**config.mk**
```make
export PLATFORM = sky130hd
export DESIGN_NAME = ldpc_dec_payload_extract
export DESIGN_NICKNAME = d
export VERILOG_FILES = /design/src/rtl/ldpc_dec_payload_extract.sv
export SDC_FILE = /design/constraint.sdc
export NUM_CORES = 1
export LEC_CHECK = 0
export CAP_MARGIN = 20
export CORE_ASPECT_RATIO = 0.7
export CORE_UTILIZATION = 54
export DETAILED_ROUTE_END_ITERATION = 8
export GPL_ROUTABILITY_DRIVEN = 0
export GPL_TIMING_DRIVEN = 0
export PLACE_DENSITY = 0.76
export SYNTH_ARGS = -nofsm -noshare
export SYNTH_HDL_FRONTEND = slang
export SYNTH_SLANG_ARGS = --single-unit
```
**constraint.sdc**
```tcl
create_clock -name iclk -period 1.6 [get_ports iclk]
set_input_delay 0.32 -clock iclk [delete_from_list [all_inputs] [get_ports iclk]]
set_output_delay 0.32 -clock iclk [all_outputs]
set_load 0.01 [all_outputs]
```
**src/rtl/ldpc_dec_payload_extract.sv**
```systemverilog
// Hard-decision payload extractor: keeps systematic words of each codeword frame,
// checks frame geometry and replays the payload from a two-bank ping-pong store.
module ldpc_dec_payload_extract #(
  parameter int pDAT_W   = 8,
  parameter int pTAG_W   = 4,
  parameter int pPAY_NUM = 6,
  parameter int pFRM_NUM = 12
)(
  input  logic              iclk,
  input  logic              ireset_n,
  input  logic              iclkena,
  input  logic              isop,
  input  logic              ieop,
  input  logic              ieof,
  input  logic              ival,
  input  logic [pTAG_W-1:0] itag,
  input  logic [pDAT_W-1:0] idat,
  output logic              ordy,
  input  logic              iordy,
  output logic              osop,
  output logic              oeop,
  output logic              oval,
  output logic [pTAG_W-1:0] otag,
  output logic [pDAT_W-1:0] odat,
  output logic              oerr
);
  localparam int CW = $clog2(pFRM_NUM + 1);
  localparam int IW = (pPAY_NUM > 1) ? $clog2(pPAY_NUM) : 1;
  localparam logic [CW-1:0] cPAY  = CW'(pPAY_NUM);
  localparam logic [CW-1:0] cFRM  = CW'(pFRM_NUM);
  localparam logic [IW-1:0] cLAST = IW'(pPAY_NUM - 1);

  typedef enum logic [1:0] {cWAIT_SOP, cPAYLOAD, cPARITY} wst_t;
  typedef enum logic       {cIDLE, cSEND}                 rst_t;

  logic [1:0][pPAY_NUM-1:0][pDAT_W-1:0] r_mem;
  logic [1:0][pTAG_W-1:0]               r_btag;
  logic [1:0]                           r_berr, r_full;
  logic                                 r_wb, r_rb;
  wst_t                                 r_wst, w_st;
  rst_t                                 r_rst;
  logic [CW-1:0]                        r_pcnt, r_fcnt, w_pc, w_fc;
  logic                                 r_err, w_err;
  logic [IW-1:0]                        r_ridx, w_widx;
  logic                                 w_acc, w_wr, w_commit, w_ld, w_go, w_last;
  logic [1:0]                           w_cmt, w_free;
  logic [pDAT_W-1:0]                    r_odat;
  logic [pTAG_W-1:0]                    r_otag;
  logic                                 r_osop, r_oeop, r_oval, r_oerr;

  assign ordy  = !r_full[r_wb];
  assign w_acc = iclkena & ival & ordy;

  // Next write-side state for the accepted word; isop restarts in the same bank.
  always_comb begin
    w_st = r_wst; w_pc = r_pcnt; w_fc = r_fcnt; w_err = r_err;
    w_wr = 1'b0; w_commit = 1'b0; w_widx = '0;
    if (w_acc) begin
      if (isop) begin
        w_st = cPAYLOAD; w_pc = '0; w_fc = '0; w_err = 1'b0;
      end
      if (w_st != cWAIT_SOP) begin
        // A saturated frame counter means the frame overran its length.
        if (w_fc == cFRM) w_err = 1'b1;
        else              w_fc  = w_fc + 1'b1;
        if (w_st == cPAYLOAD) begin
          if (w_pc < cPAY) begin
            w_wr = 1'b1; w_widx = w_pc[IW-1:0];
          end else
            w_err = 1'b1;
          if (w_pc != cFRM) w_pc = w_pc + 1'b1;
          if (ieop) begin
            if (w_pc != cPAY) w_err = 1'b1;
            w_st = cPARITY;
          end else if (ieof)
            w_err = 1'b1;
        end
        if (ieof) begin
          if (w_fc != cFRM) w_err = 1'b1;
          w_commit = 1'b1;
          w_st     = cWAIT_SOP;
        end
      end
    end
  end

  always_ff @(posedge iclk or negedge ireset_n)
    if (!ireset_n) begin
      r_wst  <= cWAIT_SOP;
      r_pcnt <= '0;
      r_fcnt <= '0;
      r_err  <= 1'b0;
      r_wb   <= 1'b0;
      r_mem  <= '0;
      r_btag <= '0;
      r_berr <= '0;
    end else if (iclkena) begin
      r_wst  <= w_st;
      r_pcnt <= w_pc;
      r_fcnt <= w_fc;
      r_err  <= w_err;
      // Clearing on sop makes undelivered payload words read back as zero.
      if (w_acc & isop) begin
        r_mem[r_wb]  <= '0;
        r_btag[r_wb] <= itag;
      end
      if (w_wr) r_mem[r_wb][w_widx] <= idat;
      if (w_commit) begin
        r_berr[r_wb] <= w_err;
        r_wb         <= ~r_wb;
      end
    end

  assign w_ld   = !r_oval | iordy;
  assign w_go   = (r_rst == cSEND) | r_full[r_rb];
  assign w_last = (r_ridx == cLAST);
  assign w_cmt  = w_commit ? (r_wb ? 2'b10 : 2'b01) : 2'b00;
  // The bank is released once its last word is copied into the output register.
  assign w_free = (w_ld & w_go & w_last) ? (r_rb ? 2'b10 : 2'b01) : 2'b00;

  always_ff @(posedge iclk or negedge ireset_n)
    if (!ireset_n) begin
      r_full <= '0;
      r_rb   <= 1'b0;
      r_rst  <= cIDLE;
      r_ridx <= '0;
      r_oval <= 1'b0;
      r_osop <= 1'b0;
      r_oeop <= 1'b0;
      r_odat <= '0;
      r_otag <= '0;
      r_oerr <= 1'b0;
    end else if (iclkena) begin
      r_full <= (r_full & ~w_free) | w_cmt;
      if (w_ld) begin
        if (w_go) begin
          r_oval <= 1'b1;
          r_odat <= r_mem[r_rb][r_ridx];
          r_osop <= (r_ridx == '0);
          r_oeop <= w_last;
          r_otag <= r_btag[r_rb];
          r_oerr <= r_berr[r_rb];
          if (w_last) begin
            r_rb   <= ~r_rb;
            r_ridx <= '0;
            r_rst  <= r_full[~r_rb] ? cSEND : cIDLE;
          end else begin
            r_ridx <= r_ridx + 1'b1;
            r_rst  <= cSEND;
          end
        end else begin
          r_oval <= 1'b0;
          r_osop <= 1'b0;
          r_oeop <= 1'b0;
        end
      end
    end

  assign oval = r_oval;
  assign osop = r_osop;
  assign oeop = r_oeop;
  assign odat = r_odat;
  assign otag = r_otag;
  assign oerr = r_oerr;
endmodule

```
==> flow_summary.ini <==
[status]
outcome = complete, but fails checks
violations = setup timing

[worst_setup_path]
endpoint_kind = register
crit_type = register to register
cp_max_fo = 8
worst-path-buf-inv = 3
path_common_cell = buf_4
cp-start-kind = register
critical_path_arrival_ns = 2.30
crit_family = compound AO/OA/AOI/OAI gates
critPathMaxStageDelay_ns = 0.46
cp_cell_sequence = buf_4 > buf_12 > nand4b_1 > buf_4 > o21ai_0 > o41ai_2
cp_slowest_cell = o21ai_0
required_ns = 1.88

[cts]
cts_sinks = 141
path_clk_slew_ns = 0.07
clk_latency_ns = 0.43
cts.path.max_buffers = 2
cts_tree = done
cts_buffers = 17
cts_max_level = 4
root_buffer = clkbuf_16

[drt]
wl_per_cell_um = 27.3
first_pass_iters = 6
via_count = 5973
routed_wl_um = 23900
ant_nets = 0
first_iter_violations = 543
drc = 0
routed_via_density = 6.84

[global_routing]
top_usage_layer = met2
grt_use_total_pct = 33.8
grt_max_degree = 95
grt_overflow = 0
antenna_found_initial = 0
grt_first_pass_wirelength_um = 32200
grt_util_met1_pct = 44.9
gr-usage-met2_pct = 53.2
met3_usage_pct = 10.2
grt_pass1_vias = 5767

[sta]
setup_slack_ns = -0.423
rsz0062_at_grt = yes
post-route-min-period_ns = 2.02
whs_ns = 0.393
clock-skew-final_ns = 0.0120
tightest_slew_ns = 0.759
clock.fmax_mhz = 494
hold_viol = 0
min_period_over_period_pct = 126
relSlewSlack_pct = 49.4
setup_violations = 119
slew_viol_final = 0

[power_and_ir_drop]
p_per_area_nw_per_um2 = 1760
power_mw = 16.8
peakVddDrop_v = 0.00120
leakage_nw = 4.37

[floorplanning]
initial_core_util_pct = 55.2
core_region_area_um2 = 12400
die_height_um = 96.3
die_width_um = 137
pin_count = 37
die_area_um2 = 13200
core.rowCount = 34

[synth]
ys_types = 64
synthTopCellsByArea = dfrtp_1 (51%), mux2i_1 (7.6%), a22o_1 (5.6%), mux4_2 (5.3%), mux2_2 (4.3%)
async_reset_ff_share_pct = 100
yosysWarnings = 0
synth_area_per_cell_um2 = 11.8
synth_top_family_by_area = multiplexers
syn_nets = 605
synth_xor_area_share_pct = 0.638
syn_area_um2 = 6860
synthTopCellsByCount = dfrtp_1 (141), nand2_1 (65), mux2i_1 (52)
synth-compound-area-share_pct = 14.6
ys.flop_type = dfrtp_1
yosys.area_share.adder_pct = 0.547
synth.top_cell.area_share_pct = 51.4
syn-instance-count = 582
synth_edf_count = 0
synth-seq-cells = 141
seq_area_frac_synth_pct = 51.4
synth_top_area_cell = dfrtp_1
yosysMostFrequentCell = dfrtp_1
muxShareOfSynthArea_pct = 17.3
synth-simple-area-share_pct = 11.6

[finish]
syn_to_final_growth_pct = 39.1
final_net_count = 721
layout-drive-gt1-share_pct = 38.4
diodes = 0
fin_cells = 873
final_util_pct = 76.8

[place]
placed_cells = 775
io_buffers = 30
dp_hpwl_um = 12200

[worst_hold_path]
hold_class = input port to async pin

[flow_run]
drv_cap = 0
==> kinds of logic (layout without fill, tap and decap cells) <==
kind of cell | after synthesis | count (layout)
and+or+nand+nor | 150 | 150
DFF | 141 | 141
AOI/OAI and AO/OA | 128 | 128
muxes | 95 | 95
buffers and inverters | 60 | 189
xor gates and xnor gates | 5 | 5
adders and majority gates | 3 | 3
==> power by group <==
group          internal (mW)  switching [mW]
Clock                   2.48            1.71
Combinational           3.53            3.79
Sequential              4.51           0.771
==> path summary, 6_finish.rpt <==
| path | depth (start not counted) | start | slack (ns) | endpoint |
|---|---|---|---|---|
| setup / recovery | 6 | r_wb | -0.42 | r_mem[84] |
| hold / removal | 2 | ireset_n | 0.39 | otag[1] |
| setup reg to reg | 6 | r_wb | -0.42 | r_mem[84] |
| hold reg to reg | 2 | odat[5] | 0.48 | odat[5] |
| max in group asynchronous | 3 | ireset_n | 0.37 | r_pcnt[1] |
| min in group iclk | 5 | ival | 0.43 | r_fcnt[1] |
==> layer usage <==
metal | part of all wire (%) | vias up
li1 | - | 2403
met1 | 39 | 3030
met2 | 45 | 403
met3 | 11 | 137
met4 | 4.9 | 0
met5 | 0 | -
==> registers in the layout, indices dropped and copies added, names as in the netlist <==
name,cells
otag,4
r_rb,1
r_mem,96
oeop,1
r_err,1
r_pcnt,4
r_wb,1
oerr,1
r_fcnt,4
r_rst,1
r_btag,8
r_wst,2
r_berr,2
oval,1
osop,1
r_full,2
odat,8
r_ridx,3
==> cells in the final DEF, fill, tap and decap left out, types with 8 or more instances in the layout <==
cell type / instances
buf_6: 30
buf_4: 46
buf_12: 11
dlygate4sd2_1: 16
clkbuf_16: 19
clkdlybuf4s50_1: 10
inv_1: 15
mux4_2: 16
o221ai_2: 13
a22o_1: 44
nor3_4: 12
dfrtp_2: 8
mux2_4: 19
mux2i_1: 49
nand2_1: 61
mux2_2: 8
nor2_1: 9
o21ai_1: 16
dfrtp_1: 133
==> layout make-up <==
cell class / instances / area (µm²)
multi-input combinational: 381 / 3690
sequential: 141 / 3540
fill: 703 / 2880
timing repair buffer: 104 / 1040
clock buffer: 17 / 425
buffer: 35 / 375
tap: 162 / 203
clock inverter: 15 / 189
inverter: 18 / 77.6
==> repair_timing <==
action | in CTS | in global routing
hold buffers | 1 | 0
endpoints found under the setup margin | 153 | 137
resized for setup | 161 | 69
endpoints found under the hold margin | 47 | 0
setup buffers | 40 | 29
pin swaps | 55 | 33
gates cloned | 3 | 1
==> worst reg2reg max path: cells and delay by family (launching register included) <==
kind | cells | cell delay (ns)
compound gates | 2 | 0.67
buf+inv | 3 | 0.53
flops | 1 | 0.38
simple gates | 1 | 0.30
==> metrics by stage <==
step                area, µm²  setup WS (ns)  setup TNS [ns]
finish                   9540         -0.423          -20.59
global route             9540         -0.408          -24.16
CTS                      9050         -0.236          -13.86
detailed placement       7510         -0.898          -95.50
global placement         7480          -5.14         -812.23
floorplan                6970         -0.161           -6.55
(Power assumes the default switching activity.)
